==> src/rtl/dlf_pkg.sv <==
// DLFloat16 shared definitions: sequencer states and special encodings.
// Used by the dot-product controller and the MAC datapath blocks.
package dlf_pkg;

    typedef enum logic [2:0] {
        IDLE  = 3'd0,
        CLEAR = 3'd1,
        RUN   = 3'd2,
        DRAIN = 3'd3,
        DONE  = 3'd4
    } dlf_state_e;

    localparam logic [15:0] DLF_ZERO   = 16'h0000;
    localparam logic [15:0] DLF_INF    = 16'hFFFF;
    localparam logic [15:0] DLF_MAXPOS = 16'h7DFE;
    localparam logic [15:0] DLF_ONE    = 16'h3E00;

endpackage

==> src/rtl/dlfloat_dot_ctrl_if.sv <==
// Controller bus: command, operand stream, MAC side and result port.
// slave = controller side, master = loader/MAC/consumer side.
interface dlfloat_dot_ctrl_if #(parameter int LEN_W = 8);

    logic             start;
    logic             abort;
    logic [LEN_W-1:0] vec_len;
    logic             in_valid;
    logic             in_ready;
    logic [15:0]      in_a;
    logic [15:0]      in_b;
    logic [15:0]      mac_a;
    logic [15:0]      mac_b;
    logic             acc_clr;
    logic [15:0]      mac_c;
    logic             res_valid;
    logic             res_ready;
    logic [15:0]      res_data;
    logic             busy;
    logic [1:0]       exc;

    modport slave (
        input  start, abort, vec_len, in_valid, in_a, in_b, mac_c, res_ready,
        output in_ready, mac_a, mac_b, acc_clr, res_valid, res_data, busy, exc
    );

    modport master (
        output start, abort, vec_len, in_valid, in_a, in_b, mac_c, res_ready,
        input  in_ready, mac_a, mac_b, acc_clr, res_valid, res_data, busy, exc
    );

endinterface

==> src/rtl/dlf_lat_counter.sv <==
// Loadable down-counter with zero flag; times the CLEAR and DRAIN phases.
// Saturates at zero so a held decrement is harmless.
module dlf_lat_counter #(
    parameter int W = 2
) (
    input  logic         clk,
    input  logic         rst_n,
    input  logic         i_load,
    input  logic [W-1:0] i_val,
    input  logic         i_dec,
    output logic         o_zero
);

    logic [W-1:0] r_cnt;

    // load wins over decrement; stop at zero
    always_ff @(posedge clk or negedge rst_n) begin
        if (!rst_n)
            r_cnt <= '0;
        else if (i_load)
            r_cnt <= i_val;
        else if (i_dec && (r_cnt != '0))
            r_cnt <= r_cnt - 1'b1;
    end

    assign o_zero = (r_cnt == '0);

endmodule

==> src/rtl/dlfloat_dot_ctrl.sv <==
// DLFloat16 dot-product sequencer: clear accumulator, issue operand pairs,
// drain the MAC pipeline and hold the captured result until taken.
// Optional DLF_EXC_FLAG_EN: sticky {inf_seen, sat_seen} flags on mac_c.
module dlfloat_dot_ctrl
    import dlf_pkg::*;
#(
    parameter int LEN_W    = 8,
    parameter int PIPE_LAT = 2
) (
    input  logic                clk,
    input  logic                rst_n,
    dlfloat_dot_ctrl_if.slave   bus
);

    localparam int LAT_W = (PIPE_LAT < 1) ? 1 : $clog2(PIPE_LAT + 1);

    dlf_state_e       r_state;
    logic [LEN_W-1:0] r_len;
    logic [LEN_W-1:0] r_cnt;
    logic             r_in_ready;
    logic [15:0]      r_mac_a;
    logic [15:0]      r_mac_b;
    logic             r_acc_clr;
    logic             r_res_valid;
    logic [15:0]      r_res_data;
    logic             r_busy;

    logic             w_accept;
    logic             w_last;
    logic [LEN_W-1:0] w_cnt_nxt;
    logic             w_clr_entry;
    logic             w_lat_load;
    logic [LAT_W-1:0] w_lat_val;
    logic             w_lat_dec;
    logic             w_lat_zero;

    // abort outranks every handshake in the same cycle
    assign w_accept    = bus.in_valid && r_in_ready && !bus.abort;
    assign w_cnt_nxt   = r_cnt + 1'b1;
    assign w_last      = (w_cnt_nxt == r_len);
    assign w_clr_entry = (r_state == IDLE) && bus.start && !bus.abort
                         && (bus.vec_len != '0);

    // CLEAR lasts PIPE_LAT cycles; DRAIN one more so the capture sees the
    // accumulator after the last issued product has landed
    always_comb begin
        w_lat_load = 1'b0;
        w_lat_val  = '0;
        if (w_clr_entry) begin
            w_lat_load = 1'b1;
            w_lat_val  = LAT_W'(PIPE_LAT - 1);
        end else if ((r_state == RUN) && w_accept && w_last) begin
            w_lat_load = 1'b1;
            w_lat_val  = LAT_W'(PIPE_LAT);
        end
    end

    assign w_lat_dec = (r_state == CLEAR) || (r_state == DRAIN);

    dlf_lat_counter #(.W(LAT_W)) u_lat (
        .clk    (clk),
        .rst_n  (rst_n),
        .i_load (w_lat_load),
        .i_val  (w_lat_val),
        .i_dec  (w_lat_dec),
        .o_zero (w_lat_zero)
    );

    // sequencer FSM with registered outputs
    always_ff @(posedge clk or negedge rst_n) begin
        if (!rst_n) begin
            r_state     <= IDLE;
            r_len       <= '0;
            r_cnt       <= '0;
            r_in_ready  <= 1'b0;
            r_mac_a     <= DLF_ZERO;
            r_mac_b     <= DLF_ZERO;
            r_acc_clr   <= 1'b0;
            r_res_valid <= 1'b0;
            r_res_data  <= DLF_ZERO;
            r_busy      <= 1'b0;
        end else if (bus.abort) begin
            r_state     <= IDLE;
            r_in_ready  <= 1'b0;
            r_mac_a     <= DLF_ZERO;
            r_mac_b     <= DLF_ZERO;
            r_acc_clr   <= 1'b0;
            r_res_valid <= 1'b0;
            r_busy      <= 1'b0;
        end else begin
            // zero operands are a no-op contribution to the sum
            r_mac_a <= DLF_ZERO;
            r_mac_b <= DLF_ZERO;
            case (r_state)
                IDLE: begin
                    if (bus.start) begin
                        r_cnt  <= '0;
                        r_busy <= 1'b1;
                        if (bus.vec_len != '0) begin
                            r_state   <= CLEAR;
                            r_len     <= bus.vec_len;
                            r_acc_clr <= 1'b1;
                        end else begin
                            r_state     <= DONE;
                            r_res_data  <= DLF_ZERO;
                            r_res_valid <= 1'b1;
                        end
                    end
                end
                CLEAR: begin
                    if (w_lat_zero) begin
                        r_state    <= RUN;
                        r_acc_clr  <= 1'b0;
                        r_in_ready <= 1'b1;
                    end
                end
                RUN: begin
                    if (w_accept) begin
                        r_mac_a <= bus.in_a;
                        r_mac_b <= bus.in_b;
                        r_cnt   <= w_cnt_nxt;
                        if (w_last) begin
                            r_state    <= DRAIN;
                            r_in_ready <= 1'b0;
                        end
                    end
                end
                DRAIN: begin
                    if (w_lat_zero) begin
                        r_state     <= DONE;
                        r_res_data  <= bus.mac_c;
                        r_res_valid <= 1'b1;
                    end
                end
                DONE: begin
                    if (bus.res_ready) begin
                        r_state     <= IDLE;
                        r_res_valid <= 1'b0;
                        r_busy      <= 1'b0;
                    end
                end
                default: r_state <= IDLE;
            endcase
        end
    end

    assign bus.in_ready  = r_in_ready;
    assign bus.mac_a     = r_mac_a;
    assign bus.mac_b     = r_mac_b;
    assign bus.acc_clr   = r_acc_clr;
    assign bus.res_valid = r_res_valid;
    assign bus.res_data  = r_res_data;
    assign bus.busy      = r_busy;

`ifdef DLF_EXC_FLAG_EN
    logic [1:0] r_exc;

    // sticky exception flags, cleared when a new CLEAR phase begins
    always_ff @(posedge clk or negedge rst_n) begin
        if (!rst_n)
            r_exc <= 2'b00;
        else if (w_clr_entry)
            r_exc <= 2'b00;
        else if ((r_state == RUN) || (r_state == DRAIN)) begin
            if (bus.mac_c == DLF_INF)
                r_exc[1] <= 1'b1;
            if (bus.mac_c == DLF_MAXPOS)
                r_exc[0] <= 1'b1;
        end
    end

    assign bus.exc = r_exc;
`else
    assign bus.exc = 2'b00;
`endif

endmodule

==> src/flat_wrapper.sv <==
// flat-port wrapper written by rule: the top's interface ports become plain ports
module dlfloat_dot_ctrl_flat import dlf_pkg::*;
#(
    parameter int LEN_W    = 8,
    parameter int PIPE_LAT = 2
)
  (clk, rst_n, bus_start, bus_abort, bus_vec_len, bus_in_valid, bus_in_a, bus_in_b, bus_mac_c, bus_res_ready, bus_in_ready, bus_mac_a, bus_mac_b, bus_acc_clr, bus_res_valid, bus_res_data, bus_busy, bus_exc);
  dlfloat_dot_ctrl_if #(.LEN_W(LEN_W)) bus_i ();
  input  logic clk;
  input  logic rst_n;
  input wire logic [$bits(bus_i.start)-1:0] bus_start;
  input wire logic [$bits(bus_i.abort)-1:0] bus_abort;
  input wire logic [$bits(bus_i.vec_len)-1:0] bus_vec_len;
  input wire logic [$bits(bus_i.in_valid)-1:0] bus_in_valid;
  input wire logic [$bits(bus_i.in_a)-1:0] bus_in_a;
  input wire logic [$bits(bus_i.in_b)-1:0] bus_in_b;
  input wire logic [$bits(bus_i.mac_c)-1:0] bus_mac_c;
  input wire logic [$bits(bus_i.res_ready)-1:0] bus_res_ready;
  output wire logic [$bits(bus_i.in_ready)-1:0] bus_in_ready;
  output wire logic [$bits(bus_i.mac_a)-1:0] bus_mac_a;
  output wire logic [$bits(bus_i.mac_b)-1:0] bus_mac_b;
  output wire logic [$bits(bus_i.acc_clr)-1:0] bus_acc_clr;
  output wire logic [$bits(bus_i.res_valid)-1:0] bus_res_valid;
  output wire logic [$bits(bus_i.res_data)-1:0] bus_res_data;
  output wire logic [$bits(bus_i.busy)-1:0] bus_busy;
  output wire logic [$bits(bus_i.exc)-1:0] bus_exc;
  assign bus_i.start = bus_start;
  assign bus_i.abort = bus_abort;
  assign bus_i.vec_len = bus_vec_len;
  assign bus_i.in_valid = bus_in_valid;
  assign bus_i.in_a = bus_in_a;
  assign bus_i.in_b = bus_in_b;
  assign bus_i.mac_c = bus_mac_c;
  assign bus_i.res_ready = bus_res_ready;
  assign bus_in_ready = bus_i.in_ready;
  assign bus_mac_a = bus_i.mac_a;
  assign bus_mac_b = bus_i.mac_b;
  assign bus_acc_clr = bus_i.acc_clr;
  assign bus_res_valid = bus_i.res_valid;
  assign bus_res_data = bus_i.res_data;
  assign bus_busy = bus_i.busy;
  assign bus_exc = bus_i.exc;
  dlfloat_dot_ctrl #(.LEN_W(LEN_W), .PIPE_LAT(PIPE_LAT)) u_core (.clk(clk), .rst_n(rst_n), .bus(bus_i));
endmodule
==> config.mk <==
export PLATFORM = sky130hd
export DESIGN_NAME = dlfloat_dot_ctrl_flat
export DESIGN_NICKNAME = d
export VERILOG_FILES = /design/src/rtl/dlf_pkg.sv /design/src/rtl/dlfloat_dot_ctrl_if.sv /design/src/rtl/dlf_lat_counter.sv /design/src/rtl/dlfloat_dot_ctrl.sv /design/src/flat_wrapper.sv
export SDC_FILE = /design/constraint.sdc
export NUM_CORES = 1
export LEC_CHECK = 0
export BUFFER_PORTS_ARGS = -buffer_cell sky130_fd_sc_hd__buf_2
export CORE_UTILIZATION = 45
export DETAILED_ROUTE_END_ITERATION = 6
export PLACE_DENSITY = 0.73
export SLEW_MARGIN = 40
export SYNTH_ARGS = -nofsm -noshare
export SYNTH_HDL_FRONTEND = slang
export SYNTH_SLANG_ARGS = --single-unit
export TNS_END_PERCENT = 1
==> constraint.sdc <==
create_clock -name clk -period 3.1 [get_ports clk]
set_clock_uncertainty 0.15 [all_clocks]
set_input_delay 0.155 -clock clk [delete_from_list [all_inputs] [get_ports clk]]
set_output_delay 0.155 -clock clk [all_outputs]
set_load 0.02 [all_outputs]
==> impl_metrics.ini <==
[job]
maxCapViolCount = 0

[detailed_routing]
drt_iter0_markers = 78
routedWlPerCell_um = 13.67
via_per_inst = 4.940
vias = 2776
firstDrtPassIters = 4
drc = 0
routed_wl_um = 7684
ant_nets = 0

[sta]
fin_tns_setup_ns = 0
max_freq_ghz = 0.4115
relSlewSlack = 0.5535
final.period_utilization = 0.7840
grt_setup_unrepaired = false
slew_violations = 0
hold_viol = 0
setup_viol = 0
period_minus_slack_ns = 2.430
worst_slack_ns = 0.6697
hold_ws_ns = 0.02174
worstMarginPinSlew_ns = 0.6647

[global_routing]
overflow = 0
grt_pass1_wl_um = 12420
antenna_found_initial = 0
grt_use_total = 0.2140
grt_pass1_vias = 2686
grt_max_degree = 47

[floorplanning]
rows = 30
core_sq_um = 6944
die_area_sq_um = 7707
die_y_um = 87.79
die_w_um = 87.79
start_util = 0.4769
ios = 116

[power_and_ir_drop]
power.leakage_nw = 2.411
power_density_nw_per_um2 = 487.8
vdd_drop_max_v = 0.0003286

[yosys]
yosysTopAreaCell = dfrtp_1
yosysSeqAreaShare = 0.5516
ys_top_cells_by_area = dfrtp_1 55%, and2_1 6.2%, a31o_1 3.2%, nor2b_1 3.0%, mux2_2 2.4%
synth_edf_count = 0
synth_top_area_frac = 0.5516
syn_inst = 292
ys_types = 56
synthArstFlopShare = 1.000
yosys_warnings = 0
ys_seq_elements = 73
ys.flop_type = dfrtp_1
synth_area_per_cell_sq_um = 11.34
syn_area_sq_um = 3312

[clocking]
clk_latency_ns = 0.35
cts.sinks = 73
root_buffer = clkbuf_8
cts_tree = done
cts.clk_slew.worst_paths_ns = 0.08
clk_path_buf_depth = 2
cts-buffers-inserted = 9
h-tree-depth = 3

[final_layout]
fin_util = 0.6850
drive_above_1_share = 0.3476
fillers = 522
multi_input_area_sq_um = 1356
nets = 525
final_common_cell = buf_2
final_area_sq_um = 4757
layout.area.seq_sq_um = 1827
num_antenna_cells = 0
syn_to_final_growth_pct = 43.63
mostFrequentLayoutCells = 113 x buf_2, 73 x dfrtp_1, 59 x dlygate4sd3_1

[worst_setup_path]
critPathMaxStageDelay_ns = 0.55
cp_slowest_cell = dlygate4sd3_1
cp_data_required_time_ns = 3.19
worstPathMaxFanout = 22
crit_chain = dlygate4sd3_1 > buf_2 > nor4_2 > nand4_1 > a211oi_4 > buf_12 > nor2b_1 > a31o_2
worstSetupStartpointType = input port
critPathKind = in2reg
r2r_cells = 6
critPathCaptureType = flip-flop
crit_arrival_ns = 2.52

[hold_path]
hold_depth = 2
hold_class = in2reg

[placement]
place_area_sq_um = 3941
numPortBuffers = 113
place_congestion = 0.8279
post-place-ws_ns = 0.7249
dp_hpwl_um = 4730

[run_status]
outcome = finished, final reports clean
[kinds of logic (layout without fill, tap and decap cells)]
logic type	after synthesis	after routing	share of synthesized area
other	1	2	0.001132
XOR/XNOR	9	9	0.02380
AND/OR/NAND/NOR	109	109	0.2100
multiplexers	9	9	0.03022
adder cells (fa/ha/maj)	2	2	0.007555
AO/OA/AOI/OAI	63	63	0.1334
buffers and inverters	26	199	0.04231
flip-flops	73	73	0.5516
[cell usage after synthesis (2+ instances only)]
| master | number |
|---|---|
| dfrtp_1 | 73 |
| and2_1 | 33 |
| nor2b_1 | 16 |
| nand2_1 | 15 |
| o21ai_0 | 14 |
| a31o_1 | 12 |
| nor2_1 | 11 |
| a21oi_1 | 9 |
| clkbuf_1 | 9 |
| mux2_2 | 7 |
| inv_1 | 6 |
| nand3_1 | 6 |
| a31o_2 | 5 |
| nor3_1 | 5 |
| xnor2_1 | 5 |
| a31oi_1 | 4 |
| buf_4 | 4 |
| xor2_1 | 4 |
| buf_2 | 3 |
| buf_6 | 3 |
| o31ai_1 | 3 |
| a22o_1 | 2 |
| ha_1 | 2 |
| nand2b_1 | 2 |
| nand3b_1 | 2 |
| nand4_1 | 2 |
| nor4_2 | 2 |
| nor4_4 | 2 |
| o21a_1 | 2 |
| o21bai_1 | 2 |
| o22ai_1 | 2 |
[what timing repair did]
action                     CTS  global route
buffers inserted             0             0
hold endpoints to repair   131             0
resized for setup            0             0
hold buffers                59             0
setup endpoints to repair    0             0
[sequential cells by signal (all words and copies together), names as in the netlist]
signal,count
u_core.bus.res_data,16
u_core.u_lat.r_cnt,2
u_core.r_cnt,8
u_core.bus.mac_b,16
u_core.bus.busy,1
u_core.bus.in_ready,1
u_core.r_state,3
u_core.bus.mac_a,16
u_core.r_len,8
u_core.bus.res_valid,1
u_core.bus.acc_clr,1
[report_power, final]
| group | total (W) | switching, W | internal, W |
|---|---|---|---|
| logic | 0.000400 | 0.000187 | 0.000214 |
| clock network | 0.000839 | 0.000380 | 0.000460 |
| registers | 0.00108 | 0.0000677 | 0.00101 |
[per-layer routing]
metal / routed length, um / track usage / vias up
met5: 0 / 0 / -
li1: - / - / 1356
met2: 3916 / 0.3735 / 90
met3: 361 / 0.04430 / 10
met4: 123 / 0.09687 / 0
met1: 3282 / 0.2538 / 1320
[layout make-up]
type                    instances  share of cell area
multi-input cells             194              0.2851
repair buffers                177              0.2536
inverters                       6            0.004734
well taps                      96             0.02525
clock inverters                 7             0.02130
clock buffers                   9             0.02604
flip-flops and latches         73              0.3840
[critical path: cells and delay by family]
kind / cells / cell delay, ns
buffers and inverters: 3 / 0.91
AOI/OAI and AO/OA: 2 / 0.75
and+or+nand+nor: 3 / 0.70
[worst paths after layout]
check                                 from                     end  slack [ns]
max                         bus_vec_len[4]  u_core.bus.res_data[1]        0.67
min                              bus_abort         u_core.bus.busy        0.02
max reg2reg                u_core.r_cnt[0]   u_core.u_lat.r_cnt[0]        0.72
min reg2reg                u_core.r_cnt[6]         u_core.r_cnt[6]        0.38
max in group asynchronous            rst_n         u_core.r_len[7]        2.10
min in group asynchronous            rst_n  u_core.bus.res_data[8]        0.21
[per-stage QoR]
step / total power (W) / std cells
finish: 0.002320 / 562
global route: 0.002445 / 562
CTS: 0.002348 / 562
detailed placement: 0.001441 / 487
global placement: 0.001430 / 487
floorplan: 0.001321 / 293
Power figures use the tool's default switching activity.
